[src/rtl/prach_pkg.sv]
// prach_pkg: shared types and defaults for the PRACH hb1 input scheduler.
//   PRACH_NUM_CH : default number of TDM channels
//   PRACH_CHN_W  : default channel index width
//   sample_t     : signed 16-bit sample
//   pair_t       : polyphase pair (dp1 = newer, dp2 = older, chn)
package prach_pkg;

   localparam int unsigned PRACH_NUM_CH = 16;
   localparam int unsigned PRACH_CHN_W  = 8;

   typedef logic signed [15:0] sample_t;

   typedef struct packed {
      sample_t                dp1;
      sample_t                dp2;
      logic [PRACH_CHN_W-1:0] chn;
   } pair_t;

endpackage : prach_pkg

[src/rtl/prach_hb1_hold_ram.sv]
// prach_hb1_hold_ram: per-channel first-sample buffer, DEPTH x 16.
// Registered write, combinational read (distributed RAM friendly).
// Ports:
//   clk      in   clock
//   i_we     in   write enable
//   i_waddr  in   write address (channel)
//   i_wdata  in   sample to store
//   i_raddr  in   read address (channel)
//   o_rdata  out  stored sample at i_raddr
module prach_hb1_hold_ram
   import prach_pkg::*;
#(
   parameter int unsigned DEPTH = PRACH_NUM_CH,
   parameter int unsigned AW    = 4
) (
   input  logic          clk,
   input  logic          i_we,
   input  logic [AW-1:0] i_waddr,
   input  sample_t       i_wdata,
   input  logic [AW-1:0] i_raddr,
   output sample_t       o_rdata
);

   sample_t r_mem [DEPTH];

   always_ff @(posedge clk) begin
      if (i_we) begin
         r_mem[i_waddr] <= i_wdata;
      end
   end

   assign o_rdata = r_mem[i_raddr];

endmodule : prach_hb1_hold_ram

[src/rtl/prach_hb1_sched.sv]
// prach_hb1_sched: input scheduler for the first half-band decimator.
// Collects two consecutive samples per TDM channel and issues them as a
// polyphase pair (dp1 = newer, dp2 = older) one cycle after the second beat.
// Optional sequence checking is built with PRACH_HB1_SCHED_SEQCHK_EN defined;
// without it err_seq is tied low and err_clr is ignored.
// Ports:
//   clk, rst            clock, synchronous active-high reset
//   cfg_ch_en           channel enable mask, latched at sync
//   din_dq/dv/chn       TDM input sample, valid, channel index
//   sync_in             frame start (with din_dv and din_chn == 0)
//   err_clr             clears sticky err_seq
//   dout_dp1/dp2        pair samples (newer / older)
//   dout_dv, dout_chn   pair valid, pair channel
//   sync_out            first pair after a sync
//   err_seq             sticky sequence error
module prach_hb1_sched
   import prach_pkg::*;
#(
   parameter int unsigned NUM_CH = PRACH_NUM_CH,
   parameter int unsigned CHN_W  = PRACH_CHN_W
) (
   input  logic              clk,
   input  logic              rst,
   input  logic [NUM_CH-1:0] cfg_ch_en,
   input  sample_t           din_dq,
   input  logic              din_dv,
   input  logic [CHN_W-1:0]  din_chn,
   input  logic              sync_in,
   input  logic              err_clr,
   output sample_t           dout_dp1,
   output sample_t           dout_dp2,
   output logic              dout_dv,
   output logic [CHN_W-1:0]  dout_chn,
   output logic              sync_out,
   output logic              err_seq
);

   localparam int unsigned    AW        = (NUM_CH > 1) ? $clog2(NUM_CH) : 1;
   localparam logic [CHN_W:0] LP_NUM_CH = (CHN_W + 1)'(NUM_CH);

   // global and per-channel state
   logic              r_aligned;
   logic [NUM_CH-1:0] r_en_shadow;
   logic [NUM_CH-1:0] r_phase;
   logic              r_sync_pend;

   // registered outputs
   sample_t           r_dp1;
   sample_t           r_dp2;
   logic              r_dv;
   logic [CHN_W-1:0]  r_chn;
   logic              r_sync_out;

   logic              w_sync;
   logic              w_chn_ok;
   logic [AW-1:0]     w_addr;
   logic [NUM_CH-1:0] w_en_eff;
   logic              w_phase_cur;
   logic              w_accept;
   logic              w_issue;
   logic              w_hold_we;
   logic [NUM_CH-1:0] w_phase_nxt;
   sample_t           w_hold_rd;

   assign w_sync   = din_dv & sync_in & (din_chn == '0);
   assign w_chn_ok = ({1'b0, din_chn} < LP_NUM_CH);
   assign w_addr   = din_chn[AW-1:0];

   // The sync beat is handled as a channel-0 first sample under the new mask
   // and with all phases already cleared, so it sees the post-sync view.
   assign w_en_eff    = w_sync ? cfg_ch_en : r_en_shadow;
   assign w_phase_cur = w_sync ? 1'b0 : r_phase[w_addr];
   assign w_accept    = din_dv & (r_aligned | w_sync) & w_chn_ok & w_en_eff[w_addr];
   assign w_issue     = w_accept & w_phase_cur;
   assign w_hold_we   = w_accept & ~w_phase_cur;

   always_comb begin
      w_phase_nxt = w_sync ? '0 : r_phase;
      if (w_accept) begin
         w_phase_nxt[w_addr] = ~w_phase_cur;
      end
   end

   prach_hb1_hold_ram #(
      .DEPTH (NUM_CH),
      .AW    (AW)
   ) u_hold (
      .clk     (clk),
      .i_we    (w_hold_we),
      .i_waddr (w_addr),
      .i_wdata (din_dq),
      .i_raddr (w_addr),
      .o_rdata (w_hold_rd)
   );

   always_ff @(posedge clk) begin
      if (rst) begin
         r_aligned   <= 1'b0;
         r_en_shadow <= '0;
         r_phase     <= '0;
         r_sync_pend <= 1'b0;
         r_dp1       <= '0;
         r_dp2       <= '0;
         r_dv        <= 1'b0;
         r_chn       <= '0;
         r_sync_out  <= 1'b0;
      end else begin
         r_phase    <= w_phase_nxt;
         r_dv       <= w_issue;
         r_sync_out <= w_issue & r_sync_pend;
         if (w_issue) begin
            r_dp1 <= din_dq;
            r_dp2 <= w_hold_rd;
            r_chn <= din_chn;
         end
         // a sync beat never issues (ch0 phase is forced to 0), so set wins
         if (w_sync) begin
            r_en_shadow <= cfg_ch_en;
            r_aligned   <= 1'b1;
            r_sync_pend <= 1'b1;
         end else if (w_issue) begin
            r_sync_pend <= 1'b0;
         end
      end
   end

   assign dout_dp1 = r_dp1;
   assign dout_dp2 = r_dp2;
   assign dout_dv  = r_dv;
   assign dout_chn = r_chn;
   assign sync_out = r_sync_out;

`ifdef PRACH_HB1_SCHED_SEQCHK_EN
   localparam logic [CHN_W-1:0] LP_LAST     = CHN_W'(NUM_CH - 1);
   localparam logic [CHN_W-1:0] LP_AFTER_S0 = (NUM_CH > 1) ? CHN_W'(1) : '0;

   logic [CHN_W-1:0] r_exp_chn;
   logic             r_err;
   logic             w_err_evt;

   // A valid sync beat redefines frame position, so it is not itself
   // compared against exp_chn.
   assign w_err_evt = din_dv & (
                         (r_aligned & ~w_sync & (din_chn != r_exp_chn)) |
                         ~w_chn_ok |
                         (sync_in & (din_chn != '0)));

   always_ff @(posedge clk) begin
      if (rst) begin
         r_exp_chn <= '0;
         r_err     <= 1'b0;
      end else begin
         if (din_dv) begin
            if (w_sync) begin
               r_exp_chn <= LP_AFTER_S0;
            end else if (r_exp_chn == LP_LAST) begin
               r_exp_chn <= '0;
            end else begin
               r_exp_chn <= r_exp_chn + CHN_W'(1);
            end
         end
         if (w_err_evt) begin
            r_err <= 1'b1;
         end else if (err_clr) begin
            r_err <= 1'b0;
         end
      end
   end

   assign err_seq = r_err;
`else
   logic w_unused_err_clr;
   assign w_unused_err_clr = err_clr;
   assign err_seq          = 1'b0;
`endif

endmodule : prach_hb1_sched

[config.mk]
export PLATFORM = sky130hd
export DESIGN_NAME = prach_hb1_sched
export DESIGN_NICKNAME = d
export VERILOG_FILES = /design/src/rtl/prach_pkg.sv /design/src/rtl/prach_hb1_hold_ram.sv /design/src/rtl/prach_hb1_sched.sv
export SDC_FILE = /design/constraint.sdc
export NUM_CORES = 1
export LEC_CHECK = 0
export CAP_MARGIN = 20
export CORE_MARGIN = 4
export CORE_UTILIZATION = 59
export CTS_CLUSTER_DIAMETER = 30
export CTS_CLUSTER_SIZE = 25
export DETAILED_ROUTE_END_ITERATION = 12
export HOLD_SLACK_MARGIN = 0.03
export PLACE_DENSITY_LB_ADDON = 0.15
export SYNTH_ARGS = -nofsm -noshare
export SYNTH_HDL_FRONTEND = slang
export SYNTH_SLANG_ARGS = --single-unit
export TNS_END_PERCENT = 30
[constraint.sdc]
create_clock -name clk -period 3.7 [get_ports clk]
set_input_delay 0.555 -clock clk [delete_from_list [all_inputs] [get_ports clk]]
set_output_delay 0.555 -clock clk [all_outputs]
set_load 0.02 [all_outputs]
==> out/metrics.yaml, run 1 <==
outcome:
  status: "completed"
die:
  start_util: 0.601
  coreArea_sq_um: 21900
  die_x_um: 157
  dieArea_sq_um: 24700
  fp-row-count: 54
  die_y_um: 157
  ioPinCount: 88
finish:
  multi_input_area_sq_um: 3640
  final_common_cell: "edfxtp_1"
  layout-drive-gt1-share: 0.256
  layout_common_cells: "256 x edfxtp_1, 85 x mux4_2, 80 x clkdlybuf4s50_1"
  fill_cells: 1255
  postLayoutCoreUtil: 0.748
  fin_nets: 921
  seqCellArea_sq_um: 9210
  area_growth_syn_to_layout_pct: 24.5
  antennaDiodeCount: 0
timing:
  fin_crit_ns: 2.77
  worst_pin_slew_ns: 0.638
  max_slew_margin: 0.575
  setup_tns_ns: 0
  final_hold_viol_count: 0
  max_freq_mhz: 361
  finalSetupViolations: 0
  finClkSkew_ns: 0.0267
  drv_slew: 0
  rsz0062_at_grt: "no"
  fin_crit_sh: 0.748
global_routing:
  grt_max_degree: 39
  grt_overflow: 0
  grt.total_usage: 0.269
  antenna_found_initial: 0
  grt_pass1_wl_mm: 49.3
  grt_pass1_vias: 8199
critical_path:
  r2r_end: "u_hold.r_mem[6][9]"
  path_buf_inv: 2
  cp-start-kind: "input port"
  slowest_stage: "clkdlybuf4s50_1"
  path_class: "in -> reg"
  slowest_delay_ns: 0.41
  r2r-start: "r_phase[5]"
  reg2reg_depth: 7
  cp.required_ns: 3.95
  crit_fanout: 15
  cp.arrival_ns: 3.02
  crit_path_end_kind: "register"
  cp_cell_sequence: "clkdlybuf4s50_1, nor4_1, and3_1, nand2_1, a32o_1, nor4b_2, nor2b_2, buf_12"
  critPathTopFamily: "simple AND/OR/NAND/NOR gates"
  r2r_slack_ns: 1.23
route:
  drtPass1Iterations: 5
  routedWlPerCell_um: 27.0
  finalWirelength_mm: 32.5
  postRouteAntennaNets: 0
  drc: 0
  drt-initial-drc-count: 804
  vias: 7892
  via_per_inst: 6.57
hold_path:
  worstHoldPathType: "reg -> reg"
  holdPathEnd: "r_en_shadow[0]"
  timing.hold.worst_path_depth: 2
  hp-start: "r_en_shadow[0]"
job:
  drv_cap: 0
yosys:
  syn_area_per_cell_sq_um: 17.4
  ys_top_cells_by_area: "edfxtp_1 58%, mux4_2 15%, dfxtp_1 12%, o31ai_1 2.6%, a21oi_1 1.9%"
  synthArstFlopShare: 0
  synth_cell_types: 42
  yosysWarnings: 0
  synth-seq-cells: 332
  synth_top_area_cell: "edfxtp_1"
  seq_area_frac_synth: 0.700
  synth_top_area_share: 0.585
  synth_edf_count: 256
  ys.flop_type: "edfxtp_1"
  syn_nets: 803
  syn_inst: 758
  syn_area_sq_um: 13200
clocking:
  clock_sinks: 332
  cts_setup_buffers: 0
  post_cts_resized: 0
  cts-root-buf: "clkbuf_16"
  h-tree-depth: 2
  clk_pin_slew_ns: 0.05
  cts_tree: "yes"
  ctsLongestPathBuffers: 3
  cts_buffers: 55
  hold_buffers: 0
  clkLatencyLatePin_ns: 0.56
pwr:
  p_leak_nw: 5.29
  cellPowerDensity_nw_per_um2: 589
  vdd_drop_max_v: 0.000378
placed_design:
  globalplace.congestion: 0.802
  hpwlAfterDp_mm: 18.0
  port_buffers: 85
[where the power goes]
group          internal, W  switching, W
Clock              0.00356       0.00171
Sequential         0.00402   0.000000121
Combinational     0.000146      0.000207
[per-stage QoR]
step / hold WS [ns] / cell area (sq um) / power (W) / setup WS [ns] / instances
final: 0.454 / 16400 / 0.00964 / 0.931 / 1202
after detailed placement: 0.448 / 14400 / 0.00444 / 0.397 / 1099
after global routing: 0.466 / 16400 / 0.00992 / 0.852 / 1202
after floorplan: 0.431 / 13200 / 0.00430 / 0.284 / 758
after CTS: 0.436 / 16400 / 0.00970 / 0.962 / 1202
after global placement: 0.441 / 14400 / 0.00443 / 0.527 / 1099
[cells by family (layout without fill, tap and decap cells)]
group,after synthesis,count (layout),share of synthesized area
muxes,99,99,0.157
AOI/OAI and AO/OA,116,116,0.0596
DFF,332,332,0.700
buffers and inverters,66,230,0.0253
other,1,1,0.000285
and+or+nand+nor,144,144,0.0581
[sequential cells by signal (all words and copies together), names as in the netlist]
name and count:
dout_chn 8, dout_dp1 16, dout_dp2 16, dout_dv 1
r_aligned 1, r_en_shadow 16, r_phase 16, r_sync_pend 1
sync_out 1, u_hold.r_mem 256
[worst reg2reg max path, delay by kind of cell, from the launching register on]
family	cells	cell delay (ns)
DFF	1	0.31
and+or+nand+nor	4	0.92
AOI/OAI and AO/OA	1	0.27
buffers and inverters	1	0.20
muxes	1	0.46
[worst max path at each step]
stage | start | end | slack (ns) | cells past startpoint
final | din_chn[7] | u_hold.r_mem[6][9] | 0.93 | 8
after CTS | din_chn[7] | u_hold.r_mem[6][9] | 0.96 | 8
after floorplan | din_chn[1] | u_hold.r_mem[0][0] | 0.28 | 8
after global routing | din_chn[7] | u_hold.r_mem[6][9] | 0.85 | 8
after detailed placement | din_chn[7] | u_hold.r_mem[6][9] | 0.40 | 8
after global placement | din_chn[7] | u_hold.r_mem[4][8] | 0.53 | 8
[cells in the mapped netlist (2+ instances only)]
master / n
a211oi_1: 2
a21oi_1: 51
and2_1: 5
and3_1: 2
buf_1: 6
buf_2: 26
buf_4: 4
buf_6: 5
clkbuf_1: 24
dfxtp_1: 76
edfxtp_1: 256
mux2_2: 3
mux2i_1: 11
mux4_2: 85
nand2_1: 44
nand2b_1: 5
nand3_1: 7
nand4_1: 38
nor2_1: 22
nor2b_1: 5
nor3_1: 2
nor3b_1: 5
nor4_1: 2
o211ai_1: 10
o31ai_1: 45
[cell type report]
type / instances / area share
clock buffer: 76 / 0.0972
clock inverter: 27 / 0.0226
inverter: 1 / 0.000229
multi-input combinational: 360 / 0.223
sequential: 332 / 0.563
tap: 280 / 0.0214
timing repair buffer: 126 / 0.0734
[routing by layer]
metal	share of wire	global-route usage	up-vias
met5	0	0	-
met4	0.028	0.0991	0
met3	0.094	0.0627	77
met2	0.50	0.435	448
met1	0.38	0.363	4029
li1	-	-	3338
Note: power is estimated with default switching activity, not from simulation.
==> run 2: changes to the inputs <==
- clock period: 3.7 -> 2.85 ns (I/O delays scaled with it)
==> run 2 against run 1 <==
Net effect: clock power up 19%; die area unchanged; critical path depth rose by 1; utilization grew 0.36 points; routed wire length down 0.70%; non-clock buffer count grew 10; flip-flop and latch count did not move; global-route usage about the same; via count shrank 0.87%; combinational power up 34%.
==> out/metrics.yaml, run 2 (synthesized netlist as in run 1, its figures left out) <==
critical_path:
  cp-start-kind: "input port"
  cp.arrival_ns: 2.88  # -0.14 ns
  path_class: "in -> reg"
  r2r_end: "u_hold.r_mem[5][8]"
  cp.required_ns: 3.09  # -0.86 ns
  reg2reg_depth: 7  # unchanged
  r2r-start: "r_phase[14]"
  r2r_slack_ns: 0.36  # -0.87 ns
  crit_fanout: 16  # +1
  crit_path_end_kind: "register"
global_routing:
  grt_overflow: 0  # unchanged
  busiest_layer: "met2"
  met1_usage: 0.363  # about the same
  antenna_found_initial: 1  # +1
  grt.total_usage: 0.268  # -0.000489
  met2_usage: 0.444  # +0.00916
  grtUsageMet3: 0.0503  # -0.0124
  grt_pass1_vias: 8157  # -0.51%
  grt_max_degree: 49  # +26%
  grt_pass1_wl_mm: 49.3  # about the same
finish:
  largest_reg_flops: 256  # unchanged
  layout_common_cells: "256 x edfxtp_1, 85 x mux4_2, 80 x clkdlybuf4s50_1"
  area_growth_syn_to_layout_pct: 25.1
  regMostFlops: "u_hold.r_mem"
  postLayoutCellArea_sq_um: 16400  # +0.48%
  fin_nets: 931  # +1.1%
  final_common_cell: "edfxtp_1"
  layout-drive-gt1-share: 0.269  # +0.0133
timing:
  rsz0062_at_grt: "no"
  max_slew_margin: 0.518  # -0.0568
  drv_slew: 0  # unchanged
  hold_slack_ns: 0.282  # -0.172 ns
  finalWorstSetupSlack_ns: 0.217  # -0.715 ns
  finClkSkew_ns: 0.0181  # -0.00863 ns
  fin_crit_sh: 0.924
  finalSetupViolations: 0  # unchanged
  fin_crit_ns: 2.63
  max_freq_mhz: 380
  final_hold_viol_count: 0  # unchanged
  worst_pin_slew_ns: 0.723  # +0.0852 ns
clocking:
  hold_buffers: 0  # unchanged
  clock_sinks: 332  # unchanged
  cts-root-buf: "clkbuf_16"
  post_cts_resized: 0  # unchanged
  clk_pin_slew_ns: 0.05  # about the same
  clkLatencyLatePin_ns: 0.55  # about the same
  ctsLongestPathBuffers: 3  # unchanged
  cts_buffers: 55  # unchanged
  cts_setup_buffers: 0  # unchanged
  cts_tree: "yes"
  h-tree-depth: 2  # unchanged
die:
  fp-row-count: 54  # unchanged
  ioPinCount: 88  # unchanged
  die_y_um: 157  # unchanged
  dieArea_sq_um: 24700  # unchanged
  start_util: 0.601  # unchanged
  die_x_um: 157  # unchanged
  coreArea_sq_um: 21900  # unchanged
route:
  vias: 7823  # -0.87%
  drtPass1Iterations: 5  # unchanged
  finalWirelength_mm: 32.3  # -0.70%
  drc: 0  # unchanged
  via_per_inst: 6.45  # -1.8%
  postRouteAntennaNets: 0  # unchanged
  drt-initial-drc-count: 853  # +6.1%
  routedWlPerCell_um: 26.6  # -1.6%
placed_design:
  post_dp_cell_area_sq_um: 14600  # +1.6%
  hpwlAfterDp_mm: 18.3  # +1.3%
  globalplace.congestion: 0.872  # +8.7%
  port_buffers: 85  # unchanged
  dp_slack_ns: -0.288  # -0.685 ns
hold_path:
  holdPathEnd: "r_phase[3]"
  hp-start: "din_chn[0]"
  worstHoldPathType: "in -> reg"
  timing.hold.worst_path_depth: 3  # +1
pwr:
  p_leak_nw: 5.29  # about the same
  vdd_drop_max_v: 0.000576  # +53%
  cellPowerDensity_nw_per_um2: 727  # +23%
outcome:
  status: "completed"
job:
  drv_cap: 0  # unchanged
## run 2: changes by cell type in the layout (fill, tap and decap cells not counted), sizes merged
cell,previous run,this run
clkinvlp,3,9
clkbuf,76,61
buf,46,56
diode,0,1
clkinv,12,19
inv,5,12
bufinv,8,3
## run 2: area by class of cell
type / count / area [sq um]
Inverter: 1 / 3.75
Sequential cell: 332 / 9210
Tap cell: 280 / 350
Fill cell: 1264 / 5440
Multi-Input combinational cell: 360 / 3640
Clock buffer: 61 / 1440
Timing Repair Buffer: 136 / 1450
Clock inverter: 42 / 355
Antenna cell: 1 / 2.50
## run 2: where the power goes
part	internal, W	switching [W]	total, W	leakage, nW
Combinational	0.000201	0.000272	0.000473	1.52
Sequential	0.00521	0.000000155	0.00521	2.91
Clock	0.00395	0.00232	0.00627	0.859
## run 2: how the worst max path moves through the flow
stage	startpoint	end	slack [ns]	depth (start not counted)
after detailed placement	din_chn[7]	u_hold.r_mem[7][6]	-0.29	9
after global placement	din_chn[7]	u_hold.r_mem[11][9]	-0.08	9
final	din_chn[7]	u_hold.r_mem[5][8]	0.22	9
after floorplan	din_chn[0]	u_hold.r_mem[1][0]	-0.11	8
after CTS	din_chn[7]	u_hold.r_mem[5][4]	0.27	9
after global routing	din_chn[7]	u_hold.r_mem[5][2]	0.08	9
## run 2: critical path, stage by stage
cell and delay, ns:
clkdlybuf4s50_1 0.40, nor4_1 0.36, buf_4 0.17, o211ai_1 0.13, a221oi_4 0.26, and2_1 0.20, nor4b_2 0.42, nor2b_2 0.30
buf_12 0.20
## run 2: metal layers
metal	part of all wire	routed length, um
met4	0.028	907
met1	0.39	12500
met5	0	0
met3	0.075	2420
met2	0.51	16400
## run 2: through the flow
step | power (W) | setup TNS [ns] | utilization | std cells
after floorplan | 0.00558 | -17.05 | - | 758
after global placement | 0.00576 | -12.99 | 0.669 | 1108
after detailed placement | 0.00578 | -39.55 | 0.669 | 1108
after CTS | 0.0120 | 0 | 0.751 | 1211
after global routing | 0.0123 | 0 | 0.751 | 1213
final | 0.0120 | 0 | 0.751 | 1213
==> run 3: changes to the inputs <==
- PLACE_DENSITY: unset -> 0.89
- PLACE_DENSITY_LB_ADDON: 0.15 -> unset
==> run 3 against run 2 <==
Net effect: power is 1.1% higher; combinational power grew 4%; critical path depth unchanged; routed wire length is 4.8% higher; cell count is 0.25% higher.
==> out/metrics.yaml, run 3 (synthesized netlist as in run 1, its figures left out) <==
critical_path:
  r2r-start: "r_phase[13]"
  cp_cell_sequence: "clkdlybuf4s50_1, nor4_1, buf_4, o211ai_1, a221oi_4, o221a_2, nand3_1, nor2_1, buf_4"
  cp-start-kind: "input port"
  crit_fanout: 10  # -6
  r2r_slack_ns: 0.38  # +0.02 ns
  critPathTopFamily: "compound AO/OA/AOI/OAI gates"
  cp.required_ns: 3.09  # about the same
  cp.arrival_ns: 2.90  # +0.02 ns
  slowest_delay_ns: 0.39  # -0.03 ns
  crit_path_frequent_cell: "buf_4"
  reg2reg_depth: 7  # unchanged
  path_buf_inv: 3  # unchanged
  r2r_end: "u_hold.r_mem[3][9]"
  slowest_stage: "clkdlybuf4s50_1"
  path_class: "in -> reg"
  crit_path_end_kind: "register"
  critPathLaunch: "din_chn[7]"
route:
  postRouteAntennaNets: 0  # unchanged
  drt-initial-drc-count: 938  # +10%
  drc: 0  # unchanged
  vias: 8152  # +4.2%
  via_per_inst: 6.70  # +3.9%
  finalWirelength_mm: 33.8  # +4.8%
  routedWlPerCell_um: 27.8  # +4.6%
  drtPass1Iterations: 8  # +3
hold_path:
  timing.hold.worst_path_depth: 3  # unchanged
  worstHoldPathType: "in -> reg"
  holdPathEnd: "r_phase[11]"
  hp-start: "din_chn[0]"
finish:
  final_common_cell: "edfxtp_1"
  area_growth_syn_to_layout_pct: 24.6
  postLayoutCoreUtil: 0.748  # -0.00309
  fin_nets: 937  # +0.64%
  regMostFlops: "u_hold.r_mem"
  layout_common_cells: "256 x edfxtp_1, 85 x mux4_2, 80 x clkdlybuf4s50_1"
  postLayoutCellArea_sq_um: 16400  # -0.41%
  layout-drive-gt1-share: 0.277  # +0.00769
  largest_reg_flops: 256  # unchanged
global_routing:
  grt_overflow: 0  # unchanged
  grt_pass1_wl_mm: 51.6  # +4.6%
  grt_max_degree: 66  # +35%
  antenna_found_initial: 2  # +1
  grt.total_usage: 0.282  # +0.0135
  grt_pass1_vias: 8227  # +0.86%
timing:
  finalWorstSetupSlack_ns: 0.192  # -0.0247 ns
  worst_pin_slew_ns: 1.06  # +0.339 ns
  setup_tns_ns: 0  # unchanged
  fin_crit_ns: 2.66  # +0.0247 ns
  max_freq_mhz: 376  # -0.93%
  fin_crit_sh: 0.933  # +0.00866
  final_hold_viol_count: 0  # unchanged
  finClkSkew_ns: 0.0291  # +0.0110 ns
  finalSetupViolations: 0  # unchanged
  max_slew_margin: 0.290  # -0.228
  rsz0062_at_grt: "no"
  drv_slew: 0  # unchanged
pwr:
  cellPowerDensity_nw_per_um2: 738  # +1.5%
  vdd_drop_max_v: 0.000614  # +6.5%
  p_leak_nw: 5.33  # +0.75%
  power_w: 0.0121  # +1.1%
job:
  drv_cap: 0  # unchanged
clocking:
  clkLatencyLatePin_ns: 0.57  # +0.02 ns
  cts_setup_buffers: 0  # unchanged
  clk_pin_slew_ns: 0.05  # about the same
  h-tree-depth: 2  # unchanged
  ctsLongestPathBuffers: 3  # unchanged
  cts_tree: "yes"
  post_cts_resized: 0  # unchanged
  cts_buffers: 53  # -3.6%
  cts-root-buf: "clkbuf_16"
  hold_buffers: 0  # unchanged
  clock_sinks: 332  # unchanged
outcome:
  status: "completed"
die:
  die_y_um: 157  # unchanged
  die_x_um: 157  # unchanged
  dieArea_sq_um: 24700  # unchanged
  ioPinCount: 88  # unchanged
  fp-row-count: 54  # unchanged
  start_util: 0.601  # unchanged
  coreArea_sq_um: 21900  # unchanged
placed_design:
  post_dp_cell_area_sq_um: 14600  # -0.53%
  hpwlAfterDp_mm: 19.4  # +6.3%
  dp_slack_ns: -0.358  # -0.0699 ns
  port_buffers: 85  # unchanged
  globalplace.congestion: 0.838  # -3.9%
[run 3: cell count changes in the layout (fill, tap and decap cells not counted), moves of 2 or more]
cell	delta
clkinv_2	-6
clkinv_1	-6
clkbuf_16	-4
buf_12	-11
buf_4	+19
clkinvlp_4	-6
clkinv_4	+3
clkinv_8	+2
inv_8	+7
clkbuf_8	+2
[run 3: worst min-delay path: cells and delay by family]
family	cells	cell delay, ns
muxes	1	0.07
and+or+nand+nor	1	0.10
buffers and inverters	1	0.17
[run 3: metal layers]
layer	wire, um	GRT usage	up-vias
met5	13	0	-
met4	856	0.0909	2
met3	3610	0.0709	79
met2	16900	0.464	609
met1	12400	0.376	4082
li1	-	-	3380
[run 3: layout make-up]
| cell class | count | area (sq um) |
|---|---|---|
| Tap cell | 280 | 350 |
| Timing Repair Buffer | 144 | 1370 |
| Sequential cell | 332 | 9210 |
| Inverter | 1 | 3.75 |
| Multi-Input combinational cell | 360 | 3640 |
| Antenna cell | 1 | 2.50 |
| Clock inverter | 38 | 434 |
| Clock buffer | 60 | 1370 |
| Fill cell | 1123 | 5510 |
[run 3: worst max-delay path by stage]
stage	end	slack [ns]	depth (start not counted)
floorplan	u_hold.r_mem[1][0]	-0.11	8
global placement	u_hold.r_mem[14][0]	-0.13	9
detailed placement	u_hold.r_mem[14][1]	-0.36	9
CTS	u_hold.r_mem[14][2]	0.14	9
global route	u_hold.r_mem[8][10]	0.03	9
finish	u_hold.r_mem[3][9]	0.19	9
[run 3: per-stage QoR]
step | hold slack, ns | cells
6_report | 0.253 | 1216
5_1_grt | 0.256 | 1216
4_1_cts | 0.237 | 1214
3_5_place_dp | 0.451 | 1116
3_3_place_gp | 0.441 | 1116
2_1_floorplan | 0.431 | 758
[run 3: power breakdown]
group          switching, W  total, W  internal (W)
clock               0.00244   0.00639       0.00395
combinational      0.000290  0.000493      0.000203
sequential      0.000000149   0.00521       0.00521
total               0.00273    0.0121       0.00936
